--- config.mk ---
export PLATFORM = sky130hd
export DESIGN_NAME = exc_commit
export DESIGN_NICKNAME = d
export VERILOG_FILES = /design/src/rtl/exc_commit.sv
export SDC_FILE = /design/constraint.sdc
export NUM_CORES = 1
export LEC_CHECK = 0
export CORE_UTILIZATION = 37
export CTS_CLUSTER_SIZE = 8
export DETAILED_ROUTE_END_ITERATION = 8
export GPL_TIMING_DRIVEN = 0
export PLACE_DENSITY = 0.93
export SYNTH_ARGS = -nofsm -noshare
export SYNTH_HDL_FRONTEND = slang
export SYNTH_SLANG_ARGS = --single-unit
--- constraint.sdc ---
create_clock -name clk -period 4.35 [get_ports clk]
set_input_delay 0.87 -clock clk [delete_from_list [all_inputs] [get_ports clk]]
set_output_delay 0.87 -clock clk [all_outputs]
set_load 0.02 [all_outputs]
--- src/rtl/exc_commit.sv ---
// Memory-stage exception commit: prioritises NMI, interrupt and pipeline sources,
// reports one record to CP0 over valid/ready, then holds a pipeline flush.
module exc_commit #(
    parameter int unsigned          NSRC         = 18,
    parameter int unsigned          TW           = 5,
    parameter int unsigned          AW           = 32,
    parameter int unsigned          NHW          = 6,
    parameter int unsigned          SYNC         = 2,
    parameter int unsigned          FLUSH_CYCLES = 2,
    parameter logic [NSRC*TW-1:0]   TYPE_MAP     = '0,
    parameter logic [2*NSRC-1:0]    BADDR_SEL    = '0,
    parameter logic [TW-1:0]        TYPE_NMI     = '0,
    parameter logic [TW-1:0]        TYPE_INTR    = '0
) (
    input  logic            clk,
    input  logic            resetn,
    input  logic [NSRC-1:0] src,
    input  logic            inst_valid,
    input  logic            in_bd,
    input  logic            mem_stall,
    input  logic [AW-1:0]   pc,
    input  logic [AW-1:0]   m_vaddr,
    input  logic [31:0]     cp0_Status,
    input  logic [31:0]     cp0_Cause,
    input  logic [NHW-1:0]  irq,
    input  logic            nmi,
    input  logic            exc_ready,
    output logic            exc_valid,
    output logic [TW-1:0]   exc_type,
    output logic [AW-1:0]   exc_epc,
    output logic            exc_bd,
    output logic [AW-1:0]   exc_baddr,
    output logic            exc_flush,
    output logic [5:0]      ip_hw
);

    localparam int unsigned CW = 4;

    typedef enum logic [1:0] {
        S_IDLE   = 2'd0,
        S_REPORT = 2'd1,
        S_FLUSH  = 2'd2
    } state_t;

    state_t          state;
    logic [CW-1:0]   cnt;
    logic [NHW-1:0]  irq_sync [SYNC];
    logic [SYNC-1:0] nmi_sync;
    logic            nmi_prev;
    logic            nmi_pend;
    logic            nmi_rise;
    logic            intr;
    logic            take;
    logic [7:0]      ip_all;
    logic [TW-1:0]   win_type;
    logic [AW-1:0]   win_baddr;
    logic            unused_bits;

    assign unused_bits = ^{cp0_Status[31:16], cp0_Status[7:3], cp0_Cause[31:10], cp0_Cause[7:0]};

    // Two-or-more flop synchronisers for the asynchronous irq/nmi levels
    always_ff @(posedge clk or negedge resetn) begin
        if (!resetn) begin
            for (int i = 0; i < int'(SYNC); i++) begin
                irq_sync[i] <= '0;
            end
            nmi_sync <= '0;
            nmi_prev <= 1'b0;
        end else begin
            irq_sync[0] <= irq;
            for (int i = 1; i < int'(SYNC); i++) begin
                irq_sync[i] <= irq_sync[i-1];
            end
            nmi_sync <= {nmi_sync[SYNC-2:0], nmi};
            nmi_prev <= nmi_sync[SYNC-1];
        end
    end

    assign ip_hw    = 6'(irq_sync[SYNC-1]);
    assign nmi_rise = nmi_sync[SYNC-1] & ~nmi_prev;

    assign ip_all = {ip_hw, cp0_Cause[9:8]};
    assign intr   = (|(ip_all & cp0_Status[15:8])) & cp0_Status[0]
                    & ~cp0_Status[1] & ~cp0_Status[2];

    assign take = (state == S_IDLE) & inst_valid & ~mem_stall & (nmi_pend | intr | (|src));

    // Pending NMI: a new edge wins over the clear from a simultaneous capture
    always_ff @(posedge clk or negedge resetn) begin
        if (!resetn) begin
            nmi_pend <= 1'b0;
        end else begin
            nmi_pend <= nmi_rise | (nmi_pend & ~take);
        end
    end

    // Winner selection: lowest src index wins, interrupt and NMI override
    always_comb begin
        win_type  = '0;
        win_baddr = '0;
        for (int i = int'(NSRC) - 1; i >= 0; i--) begin
            if (src[i]) begin
                win_type = TYPE_MAP[i*TW +: TW];
                case (BADDR_SEL[2*i +: 2])
                    2'd1:    win_baddr = pc;
                    2'd2:    win_baddr = m_vaddr;
                    default: win_baddr = '0;
                endcase
            end
        end
        if (intr) begin
            win_type  = TYPE_INTR;
            win_baddr = '0;
        end
        if (nmi_pend) begin
            win_type  = TYPE_NMI;
            win_baddr = '0;
        end
    end

    // Commit FSM with registered record and flush outputs
    always_ff @(posedge clk or negedge resetn) begin
        if (!resetn) begin
            state     <= S_IDLE;
            cnt       <= '0;
            exc_valid <= 1'b0;
            exc_flush <= 1'b0;
            exc_type  <= '0;
            exc_epc   <= '0;
            exc_bd    <= 1'b0;
            exc_baddr <= '0;
        end else begin
            case (state)
                S_IDLE: begin
                    if (take) begin
                        state     <= S_REPORT;
                        exc_valid <= 1'b1;
                        exc_flush <= 1'b1;
                        exc_type  <= win_type;
                        exc_epc   <= in_bd ? (pc - AW'(4)) : pc;
                        exc_bd    <= in_bd;
                        exc_baddr <= win_baddr;
                    end
                end
                S_REPORT: begin
                    if (exc_ready) begin
                        exc_valid <= 1'b0;
                        if (FLUSH_CYCLES == 0) begin
                            state     <= S_IDLE;
                            exc_flush <= 1'b0;
                        end else begin
                            state <= S_FLUSH;
                            cnt   <= CW'(FLUSH_CYCLES - 1);
                        end
                    end
                end
                S_FLUSH: begin
                    if (cnt == '0) begin
                        state     <= S_IDLE;
                        exc_flush <= 1'b0;
                    end else begin
                        cnt <= cnt - CW'(1);
                    end
                end
                default: begin
                    state     <= S_IDLE;
                    exc_valid <= 1'b0;
                    exc_flush <= 1'b0;
                end
            endcase
        end
    end

endmodule

=== Word level (Yosys, flattened, before mapping) ===
Index checks and enable logic that the tools add are counted.

* Output and inout port bits: 78
* Logic and storage cells: 61
* Register bits after elaboration: 57
* Input port bits: 159

* $add $sub $neg: 2
* Equal/unequal tests: 6
* Reduce and logical (&&, ||, !) cells: 10
* Mux-type cells: 13
* Bitwise logic cells: 19

{| class="wikitable"
|+ Operators by type and width
! kind !! count
|-
| two-way mux 32 bit || 1
|-
| subtractor 32 x 3 -> 32 bit (second input constant) || 1
|-
| OR reduction 18 bit || 1
|-
| AND reduction 3 bit || 4
|-
| bitwise AND 1 bit || 8
|-
| bitwise AND 8 bit || 1
|-
| two-way mux 4 bit || 2
|-
| != test 2 bit (second input constant) || 4
|-
| one-hot mux 4 bit (2 select lines) || 1
|-
| OR reduction 8 bit || 1
|-
| NOT 1 bit || 7
|-
| two-way mux 2 bit || 3
|-
| one-hot mux 1 bit (3 select lines) || 2
|-
| one-hot mux 2 bit (3 select lines) || 1
|-
| logical NOT 4 bit || 1
|-
| subtractor 4 x 1 -> 4 bit (second input constant) || 1
|-
| two-way mux 1 bit || 3
|-
| OR 1 bit || 3
|-
| == test 2 x 1 -> 1 bit (second input constant) || 1
|-
| == test 2 bit (second input constant) || 1
|-
| logical NOT 2 bit || 1
|-
| AND reduction 2 bit || 1
|-
| nonzero test 2 bit || 1
|}

=== Depth between registers and ports, before layout ===
Gate-level depths: netlist of run 1.

* Word-level depth: 11
* Gate-level depth with buffers: 7
* Gate-level depth less buffers: 7

=== Worst setup path after synthesis of run 1 ===
No wires, ideal clock.

* Path type: input to register
* Start: input port pc[18]
* End: register exc_epc[31]
* Setup time: 0.128 ns
* Arrival time: 2.603 ns
* Stages on the path: 6
* Path buffers: 1
* Required time: 4.222 ns
* Slack: 1.619 ns
* Path through: or4_4 -> or4_1 -> buf_6 -> nor4_2 -> xor2_1 -> mux2_1

* Word-level cells in the longest chain between the ends: 2

{| class="wikitable"
|+ RTL lines
! element !! RTL line !! source
|-
| start: declaration || 21 || <nowiki>input logic [AW-1:0] pc,</nowiki>
|-
| subtractor 32 x 3 -> 32 bit || 140 || <nowiki>exc_epc <= in_bd ? (pc - AW'(4)) : pc;</nowiki>
|-
| two-way mux 32 bit || 140 ||
|-
| end signal: assignment || 140 ||
|-
| end: declaration || 30 || <nowiki>output logic [AW-1:0] exc_epc,</nowiki>
|}

Every way passes these cells.
A chain may end at the register's enable or synchronous reset.

=== Worst setup path in the final report of run 1 ===
* Start: input port src[5]
* End: register exc_epc[26]

* Word-level cells in the longest chain between the ends: 4

{| class="wikitable"
|+ RTL lines
! element !! RTL line !! source
|-
| start: declaration || 17 || <nowiki>input logic [NSRC-1:0] src,</nowiki>
|-
| OR reduction 18 bit || 86 || <nowiki>assign take = (state == S_IDLE) & inst_valid & ~mem_stall & (nmi_pend | intr | (|src));</nowiki>
|-
| OR 1 bit || 86 ||
|-
| bitwise AND 1 bit || 86 ||
|-
| AND reduction 2 bit (no line) || n/a ||
|}

Every way passes these cells.

==> flow_metrics.py, run 1 <==
metrics = {
    "status": {
        "status": "completed",
    },
    "yosys": {
        "yosysSeqAreaShare": 0.465,
        "synth-seq-cells": 57,
        "synthTopCellsByCount": "57 x dfrtp_1, 43 x buf_4, 25 x mux2_2, 25 x xor2_1, 14 x nor4_1",
        "syn_inst": 271,
        "syn_area_per_cell_sq_um": 11.3,
        "yosysWarnings": 0,
        "synth_edf_count": 0,
        "ys.flop_type": "dfrtp_1",
        "yosysMostFrequentCell": "dfrtp_1",
        "synth_top_area_frac": 0.465,
        "syn_area_sq_um": 3070,
        "yosys.area.top_type": "dfrtp_1",
        "synthDistinctLibCells": 38,
        "async_reset_ff_frac": 1.00,
        "synthTopCellsByArea": "dfrtp_1 46%, buf_4 11%, mux2_2 9.2%, xor2_1 7.1%, mux2_1 2.9%",
    },
    "timing": {
        "clock.fmax_ghz": 0.299,
        "maxSlewHeadroom": 0.311,
        "final_max_slew_viol_count": 0,
        "rsz0062_at_grt": "false",
        "timing.hold.ws_ns": 0.349,
        "skew_ns": 0.00961,
        "setup_viol": 0,
        "tightest_slew_ns": 1.02,
        "setup_tns_ns": 0,
        "min_period_over_period": 0.769,
        "finalHoldViolations": 0,
        "fin_crit_ns": 3.34,
    },
    "route": {
        "viasPerCell": 4.69,
        "dr.pass1.iters": 4,
        "routed_wirelength_um": 7790,
        "wl_per_cell_um": 14.4,
        "dr.first_iter.drc_count": 23,
        "ant_nets": 0,
        "vias": 2542,
        "drc": 0,
    },
    "clock_tree": {
        "ctsHoldBuffers": 0,
        "cts_inserted_buffers": 9,
        "clkSinkCount": 57,
        "ctsResizeCount": 0,
        "clkTransAtPathRegs_ns": 0.06,
        "cts_buffer_depth": 2,
        "cts_root_buffer": "clkbuf_8",
        "h-tree-depth": 3,
        "post_cts_buffers": 0,
        "insertion_delay_ns": 0.33,
        "tritoncts": "done",
    },
    "critical_path": {
        "path_class": "in -> reg",
        "critical_path.endpoint_type": "register",
        "crit_chain": "clkdlybuf4s50_1 -> nor4_1 -> nand4_1 -> nor4_1 -> a2111oi_4 -> clkbuf_1 -> mux2_1",
        "worst-path-max-fanout": 10,
        "crit_buf_inv": 2,
        "cpMostUsedCell": "nor4_1",
        "crit_arrival_ns": 3.55,
        "cp_top_family": "simple AND/OR/NAND/NOR gates",
        "start_kind": "primary input",
        "timing.critical_path.slowest_stage_cell": "nor4_1",
        "cp_data_required_time_ns": 4.56,
        "max_stage_delay_ns": 0.79,
    },
    "pwr": {
        "power.density_nw_per_um2": 502,
        "leakage_nw": 2.06,
        "p_total_mw": 2.36,
        "ir_drop_uv": 367,
    },
    "floorplanning": {
        "io_pins": 237,
        "dieArea_sq_um": 8660,
        "die_h_um": 93.1,
        "initial_utilization": 0.389,
        "num_rows": 32,
        "die_width_um": 93.1,
        "core-area_sq_um": 7890,
    },
    "global_routing": {
        "gr-total-overflow": 0,
        "antenna_found_initial": 0,
        "use_met2": 0.327,
        "grt_usage": 0.187,
        "grt_pass1_wl_um": 12100,
        "grt_use_met1": 0.208,
        "top_usage_layer": "met2",
        "grt_pass1_vias": 2550,
        "use_met3": 0.0593,
        "grt_max_degree": 36,
    },
    "place": {
        "dpl.hpwl_um": 6370,
        "globalplace.congestion": 0.795,
        "port_buffers": 116,
    },
    "flow_run": {
        "drv_cap": 0,
    },
    "layout": {
        "final_nets": 596,
        "fillers": 643,
        "area_growth_pct": 53.3,
        "drive_above_1_share": 0.226,
    },
    "hold_path": {
        "holdCritPathClass": "reg -> reg",
    },
}
## layer usage
metal	routed length (um)	part of all wire
met5	0	0
met4	154	0.020
met3	731	0.094
met2	3880	0.50
met1	3030	0.39
## logic make-up (layout without fill, tap and decap cells)
family	after synthesis	in the layout	synth area share
muxes	33	33	0.121
buffers and inverters	59	191	0.128
DFF	57	57	0.465
AOI/OAI and AO/OA	16	16	0.0432
other	1	38	0.00122
xor gates and xnor gates	30	30	0.0856
and+or+nand+nor	73	73	0.148
adders and majority gates	2	2	0.00816
## through the flow
step           worst slack [ns]   util  cells  cell area, sq um
2_1_floorplan              1.62      -    307              3200
3_3_place_gp              0.642  0.569    525              4490
3_5_place_dp              0.712  0.571    526              4510
4_1_cts                    1.06  0.596    541              4700
5_1_grt                   0.866  0.596    541              4700
6_report                   1.01  0.596    542              4700
## placed cells by master, fill, tap and decap left out, types with 4 or more instances in the layout
cell type,count
conb_1,37
xnor2_1,5
nor3_1,9
xor2_1,25
nor4_1,14
clkdlybuf4s50_1,115
mux2_2,25
nor2_1,11
mux2_1,8
buf_4,43
nor4_2,7
dfrtp_1,57
inv_1,9
clkbuf_8,11
a22oi_1,4
clkbuf_1,5
nand2_1,10
## cell type report
class                      instances  area (sq um)  share of cell area
sequential                        57          1430               0.303
buffer                            50           359              0.0763
clock inverter                     3          40.0             0.00851
antenna                            1          2.50            0.000532
clock buffer                      12           155              0.0330
inverter                           9          33.8             0.00718
multi-input combinational        191          1380               0.294
tap                              102           128              0.0271
timing repair buffer             117          1180               0.250
## final timing paths
path                             start  cells past startpoint  slack, ns     endpoint
max                             src[5]                      7       1.01  exc_epc[26]
min in group asynchronous       resetn                      1       0.51   exc_epc[6]
max reg2reg                   nmi_pend                      6       1.56  exc_epc[26]
min reg2reg                irq_sync[7]                      0       0.35     ip_hw[1]
min                        irq_sync[7]                      0       0.35     ip_hw[1]
max in group asynchronous       resetn                      2       3.25  nmi_sync[0]
## flip-flops by register name (all words and copies together), names as in the netlist
| signal | flops |
|---|---|
| nmi_pend | 1 |
| nmi_prev | 1 |
| exc_epc | 32 |
| exc_valid | 1 |
| exc_bd | 1 |
| irq_sync | 6 |
| cnt | 4 |
| ip_hw | 6 |
| nmi_sync | 2 |
| exc_flush | 1 |
| state | 2 |
## power by group
group | switching, mW | leakage, nW | internal [mW]
registers | 0.119 | 0.672 | 0.729
clock network | 0.203 | 0.102 | 0.291
logic | 0.476 | 1.29 | 0.544
total | 0.799 | 2.06 | 1.56
(Power assumes the default switching activity.)
==> run 2: changes to the inputs <==
CORE_UTILIZATION = 31   (was 37)
PLACE_DENSITY = 0.83   (was 0.93)
clock period = 3 ns   (was 4.35 ns; I/O delays follow)
==> run 2 against run 1 <==
  * Sequential share of layout area shrank 0.14 points
  * Non-clock buffer count is the same
  * Flip-flop and latch count stayed put
  * Utilization fell by 9.4 points
  * Clock power grew 31%
  * Largest cell class unchanged
  * Highest routed layer unchanged
==> flow_metrics.py, run 2 (synthesis gave the netlist of run 1 again) <==
metrics = {
    "floorplanning": {
        "initial_utilization": 0.326,
        "io_pins": 237,
        "num_rows": 35,
        "dieArea_sq_um": 10300,
        "die_h_um": 101,
        "die_width_um": 101,
        "core-area_sq_um": 9420,
    },
    "layout": {
        "area_growth_pct": 54.1,
        "fin_cells": 569,
        "regArea_sq_um": 1430,
        "final_common_cell": "clkdlybuf4s50_1",
        "final_nets": 596,
        "largest_register_ffs": 32,
        "mostFrequentLayoutCells": "115 x clkdlybuf4s50_1, 57 x dfrtp_1, 43 x buf_4, 37 x conb_1",
        "multiInputGateArea_sq_um": 1390,
        "regMostFlops": "exc_epc",
        "fillers": 855,
        "diodes": 0,
        "drive_above_1_share": 0.232,
    },
    "critical_path": {
        "cp_top_family": "buffers and inverters",
        "path_class": "in -> reg",
        "timing.critical_path.slowest_stage_cell": "a2111oi_4",
        "worst-path-max-fanout": 10,
        "crit_chain": "clkdlybuf4s50_1 -> a22oi_1 -> nand4_1 -> nand3_1 -> a2111oi_4 -> clkbuf_1 -> mux2_1",
        "start_kind": "primary input",
        "max_stage_delay_ns": 0.73,
        "r2r-start": "state[1]",
        "cp_data_required_time_ns": 3.21,
        "crit_arrival_ns": 2.98,
        "critPathLaunch": "cp0_Status[11]",
        "crit_buf_inv": 2,
        "critical_path.endpoint_type": "register",
    },
    "route": {
        "dr.first_iter.drc_count": 37,
        "drc": 0,
        "routed_wirelength_um": 7610,
        "viasPerCell": 4.32,
        "wl_per_cell_um": 13.4,
        "dr.pass1.iters": 4,
        "vias": 2456,
        "ant_nets": 0,
    },
    "place": {
        "port_buffers": 116,
        "dpl.cell_count": 553,
        "globalplace.congestion": 0.746,
        "dpl.hpwl_um": 6060,
    },
    "clock_tree": {
        "clkSinkCount": 57,
        "ctsHoldBuffers": 0,
        "tritoncts": "done",
        "insertion_delay_ns": 0.33,
        "cts_root_buffer": "clkbuf_8",
        "post_cts_buffers": 0,
        "clkTransAtPathRegs_ns": 0.07,
        "ctsResizeCount": 0,
        "cts_buffer_depth": 2,
        "cts_inserted_buffers": 9,
        "h-tree-depth": 3,
    },
    "pwr": {
        "power.density_nw_per_um2": 711,
        "leakage_nw": 2.05,
        "ir_drop_uv": 474,
        "p_total_mw": 3.36,
    },
    "status": {
        "status": "completed",
    },
    "timing": {
        "rsz0062_at_grt": "false",
        "maxSlewHeadroom": 0.460,
        "finalHoldViolations": 0,
        "timing.hold.ws_ns": 0.260,
        "skew_ns": 0.0103,
        "setup_viol": 0,
        "clock.fmax_ghz": 0.361,
        "min_period_over_period": 0.923,
        "fin_crit_ns": 2.77,
        "final_max_slew_viol_count": 0,
        "tightest_slew_ns": 0.800,
    },
    "global_routing": {
        "grt_pass1_vias": 2520,
        "grt_usage": 0.151,
        "gr-total-overflow": 0,
        "antenna_found_initial": 0,
        "grt_max_degree": 35,
        "grt_pass1_wl_um": 11900,
    },
    "flow_run": {
        "drv_cap": 0,
    },
    "hold_path": {
        "holdCritPathClass": "in -> async",
    },
}
run 2: final cells by class:
type	count	area share
plain buffers	50	0.0760
clock buffers	10	0.0291
clock inverters	6	0.00900
inverters	9	0.00715
multi-input cells	191	0.294
flip-flops and latches	57	0.302
well taps	129	0.0341
repair buffers	117	0.249
run 2: stage by stage:
step / setup WS [ns] / util / cell area (sq um) / TNS (ns)
floorplan: 0.539 / - / 3200 / 0
global placement: -0.502 / 0.481 / 4530 / -31.44
detailed placement: -0.298 / 0.482 / 4540 / -4.02
CTS: 0.0616 / 0.501 / 4720 / 0
global route: 0.00961 / 0.502 / 4730 / 0
finish: 0.232 / 0.502 / 4730 / 0
run 2: power by group:
part	switching (mW)	internal, mW	leakage (nW)	total, mW
registers	0.175	1.06	0.672	1.23
logic	0.693	0.790	1.29	1.48
clock network	0.324	0.323	0.0887	0.647
run 2: path summary, 6_finish.rpt:
path | cells past startpoint | endpoint | slack, ns
worst min-delay path | 1 | state[1] | 0.26
worst max register to register | 5 | exc_epc[24] | 0.58
worst min register to register | 0 | ip_hw[0] | 0.35
worst max-delay path | 7 | exc_epc[24] | 0.23
max in group asynchronous | 2 | exc_epc[8] | 2.15
min in group clk | 0 | ip_hw[0] | 0.35
run 2: routing by layer:
metal  up-vias  track usage  share of wire
met1      1142        0.160           0.39
met3         7       0.0587          0.092
met5         -            0              0
met2       114        0.277           0.51
met4         0       0.0424          0.011
li1       1193            -              -
run 2: worst reg2reg max path: cells and delay by family (launching register included):
kind	cells	cell delay, ns
buffers and inverters	2	0.63
muxes	1	0.37
DFF	1	0.45
and+or+nand+nor	1	0.10
AOI/OAI and AO/OA	1	0.75
==> run 3: changes to the inputs <==
ABC_AREA = 1   (was not set)
CORE_UTILIZATION = 32   (was 31)
==> run 3 against run 2 <==
  * Final area up 6.5%
  * Largest power group unchanged
  * Largest cell class unchanged
  * Clock skew fell by 0.0035 ns
  * Setup slack better by 0.74 ns
==> flow_metrics.py, run 3 <==
metrics = {
    "place": {
        "globalplace.congestion": 0.898,
        "placed_area_sq_um": 4810,
        "dp_slack_ns": 0.625,
        "dpl.hpwl_um": 7380,
        "port_buffers": 116,
        "dpl.cell_count": 712,
    },
    "critical_path": {
        "cp_data_required_time_ns": 3.23,
        "cp_top_family": "simple AND/OR/NAND/NOR gates",
        "crit_arrival_ns": 2.26,
        "start_kind": "primary input",
        "critical_path.endpoint_type": "register",
        "max_stage_delay_ns": 0.43,
        "path_class": "in -> reg",
        "timing.critical_path.slowest_stage_cell": "clkdlybuf4s50_1",
        "crit_chain": "clkdlybuf4s50_1 -> inv_1 -> ha_1 -> nand2_2 -> clkinv_2 -> nand3_2 -> nor2_2 -> nand3_1 -> nor2_1 -> nand2_1 -> nand3_1 -> nand2_1",
        "crit_buf_inv": 3,
        "worst-path-max-fanout": 3,
    },
    "global_routing": {
        "antenna_found_initial": 0,
        "grt_pass1_vias": 3189,
        "gr-total-overflow": 0,
        "grt_pass1_wl_um": 15300,
        "grt_usage": 0.179,
        "grt_max_degree": 36,
    },
    "clock_tree": {
        "cts_root_buffer": "clkbuf_8",
        "clkSinkCount": 57,
        "cts_inserted_buffers": 9,
        "h-tree-depth": 3,
        "clkTransAtPathRegs_ns": 0.07,
        "tritoncts": "done",
        "ctsResizeCount": 0,
        "ctsHoldBuffers": 0,
        "post_cts_buffers": 0,
        "insertion_delay_ns": 0.34,
        "cts_buffer_depth": 2,
    },
    "layout": {
        "final_nets": 751,
        "largest_register_ffs": 32,
        "mostFrequentLayoutCells": "134 x nand2_1, 115 x clkdlybuf4s50_1, 57 x dfrtp_1, 49 x nor2_1, 43 x buf_4",
        "drive_above_1_share": 0.155,
        "final_area_sq_um": 5030,
        "regMostFlops": "exc_epc",
        "fillers": 934,
        "fin_cells": 728,
        "diodes": 0,
        "final_common_cell": "nand2_1",
        "multiInputGateArea_sq_um": 1510,
        "area_growth_pct": 51.2,
        "regArea_sq_um": 1430,
    },
    "yosys": {
        "syn_area_sq_um": 3330,
        "synth_edf_count": 0,
        "yosys.area.top_type": "dfrtp_1",
        "synthTopCellsByArea": "dfrtp_1 43%, nand2_1 15%, buf_4 9.7%, nor2_1 5.5%, xor2_1 4.2%",
        "syn_area_per_cell_sq_um": 7.81,
        "async_reset_ff_frac": 1.00,
        "yosysSeqAreaShare": 0.429,
        "yosysWarnings": 0,
        "synthDistinctLibCells": 32,
        "ys.flop_type": "dfrtp_1",
        "synthTopCellsByCount": "134 x nand2_1, 57 x dfrtp_1, 49 x nor2_1, 43 x buf_4, 35 x inv_1",
        "synth_top_area_frac": 0.429,
        "yosysMostFrequentCell": "nand2_1",
        "synth-seq-cells": 57,
        "syn_inst": 426,
    },
    "pwr": {
        "power.density_nw_per_um2": 711,
        "ir_drop_uv": 462,
        "leakage_nw": 2.47,
    },
    "floorplanning": {
        "initial_utilization": 0.336,
        "core-area_sq_um": 9910,
        "die_width_um": 104,
        "dieArea_sq_um": 10800,
        "io_pins": 237,
        "die_h_um": 104,
        "num_rows": 36,
    },
    "route": {
        "routed_wirelength_um": 9170,
        "drc": 0,
        "dr.first_iter.drc_count": 152,
        "viasPerCell": 4.28,
        "wl_per_cell_um": 12.6,
        "vias": 3115,
        "ant_nets": 0,
        "dr.pass1.iters": 4,
    },
    "timing": {
        "clock.fmax_ghz": 0.494,
        "skew_ns": 0.00679,
        "tightest_slew_ns": 0.548,
        "rsz0062_at_grt": "false",
        "fin_crit_ns": 2.03,
        "worst_slack_ns": 0.974,
        "timing.hold.ws_ns": 0.234,
        "setup_viol": 0,
        "min_period_over_period": 0.675,
        "final_max_slew_viol_count": 0,
        "maxSlewHeadroom": 0.635,
        "finalHoldViolations": 0,
    },
    "status": {
        "status": "completed",
    },
    "hold_path": {
        "holdCritPathClass": "in -> async",
    },
    "flow_run": {
        "drv_cap": 0,
    },
}
==> run 3: final timing paths <==
| path | start | endpoint | slack (ns) | cells after the start |
|---|---|---|---|---|
| min in group clk | irq_sync[6] | ip_hw[0] | 0.35 | 0 |
| worst max-delay path | pc[2] | exc_epc[28] | 0.97 | 12 |
| max in group asynchronous | resetn | irq_sync[10] | 2.19 | 2 |
| worst max register to register | nmi_pend | exc_epc[5] | 1.35 | 11 |
| worst min-delay path | resetn | exc_epc[30] | 0.23 | 1 |
| worst min register to register | irq_sync[6] | ip_hw[0] | 0.35 | 0 |
==> run 3: kinds of logic after synthesis <==
kind of cell    synth area share
other cells              0.00113
flops                      0.429
compound gates            0.0455
simple gates               0.308
fa+ha+maj                0.00752
xor+xnor                  0.0500
buf+inv                    0.159
==> run 3: where the power goes <==
group / leakage, nW / total (mW) / internal, mW / switching (mW)
Clock: 0.113 / 0.827 / 0.493 / 0.335
Combinational: 1.66 / 1.54 / 0.720 / 0.815
Sequential: 0.695 / 1.22 / 1.05 / 0.165
Total: 2.47 / 3.58 / 2.26 / 1.31
==> run 3: routing by layer <==
| layer | GRT usage | vias up | wire (um) |
|---|---|---|---|
| met5 | 0 | - | 0 |
| met4 | 0.0367 | 0 | 118 |
| met3 | 0.0714 | 12 | 796 |
| met2 | 0.329 | 130 | 4620 |
| met1 | 0.194 | 1406 | 3630 |
| li1 | - | 1567 | - |
==> run 3: stage by stage <==
stage	utilization	total power [mW]	setup TNS, ns
floorplan	-	1.99	0
global placement	0.483	2.73	-19.63
detailed placement	0.485	2.78	0
CTS	0.508	3.63	0
global route	0.508	3.81	0
finish	0.508	3.58	0
==> run 3: worst register-to-register path, delay by kind of cell (launching register included) <==
family | cells | cell delay, ns
buffers and inverters | 2 | 0.36
and+or+nand+nor | 9 | 0.80
DFF | 1 | 0.39
==> run 3: cell type report <==
type / count / share of cell area
plain buffers: 50 / 0.0773
well taps: 133 / 0.0331
multi-input cells: 318 / 0.300
clock buffers: 10 / 0.0273
clock inverters: 6 / 0.0179
inverters: 37 / 0.0278
flip-flops and latches: 57 / 0.283
repair buffers: 117 / 0.234
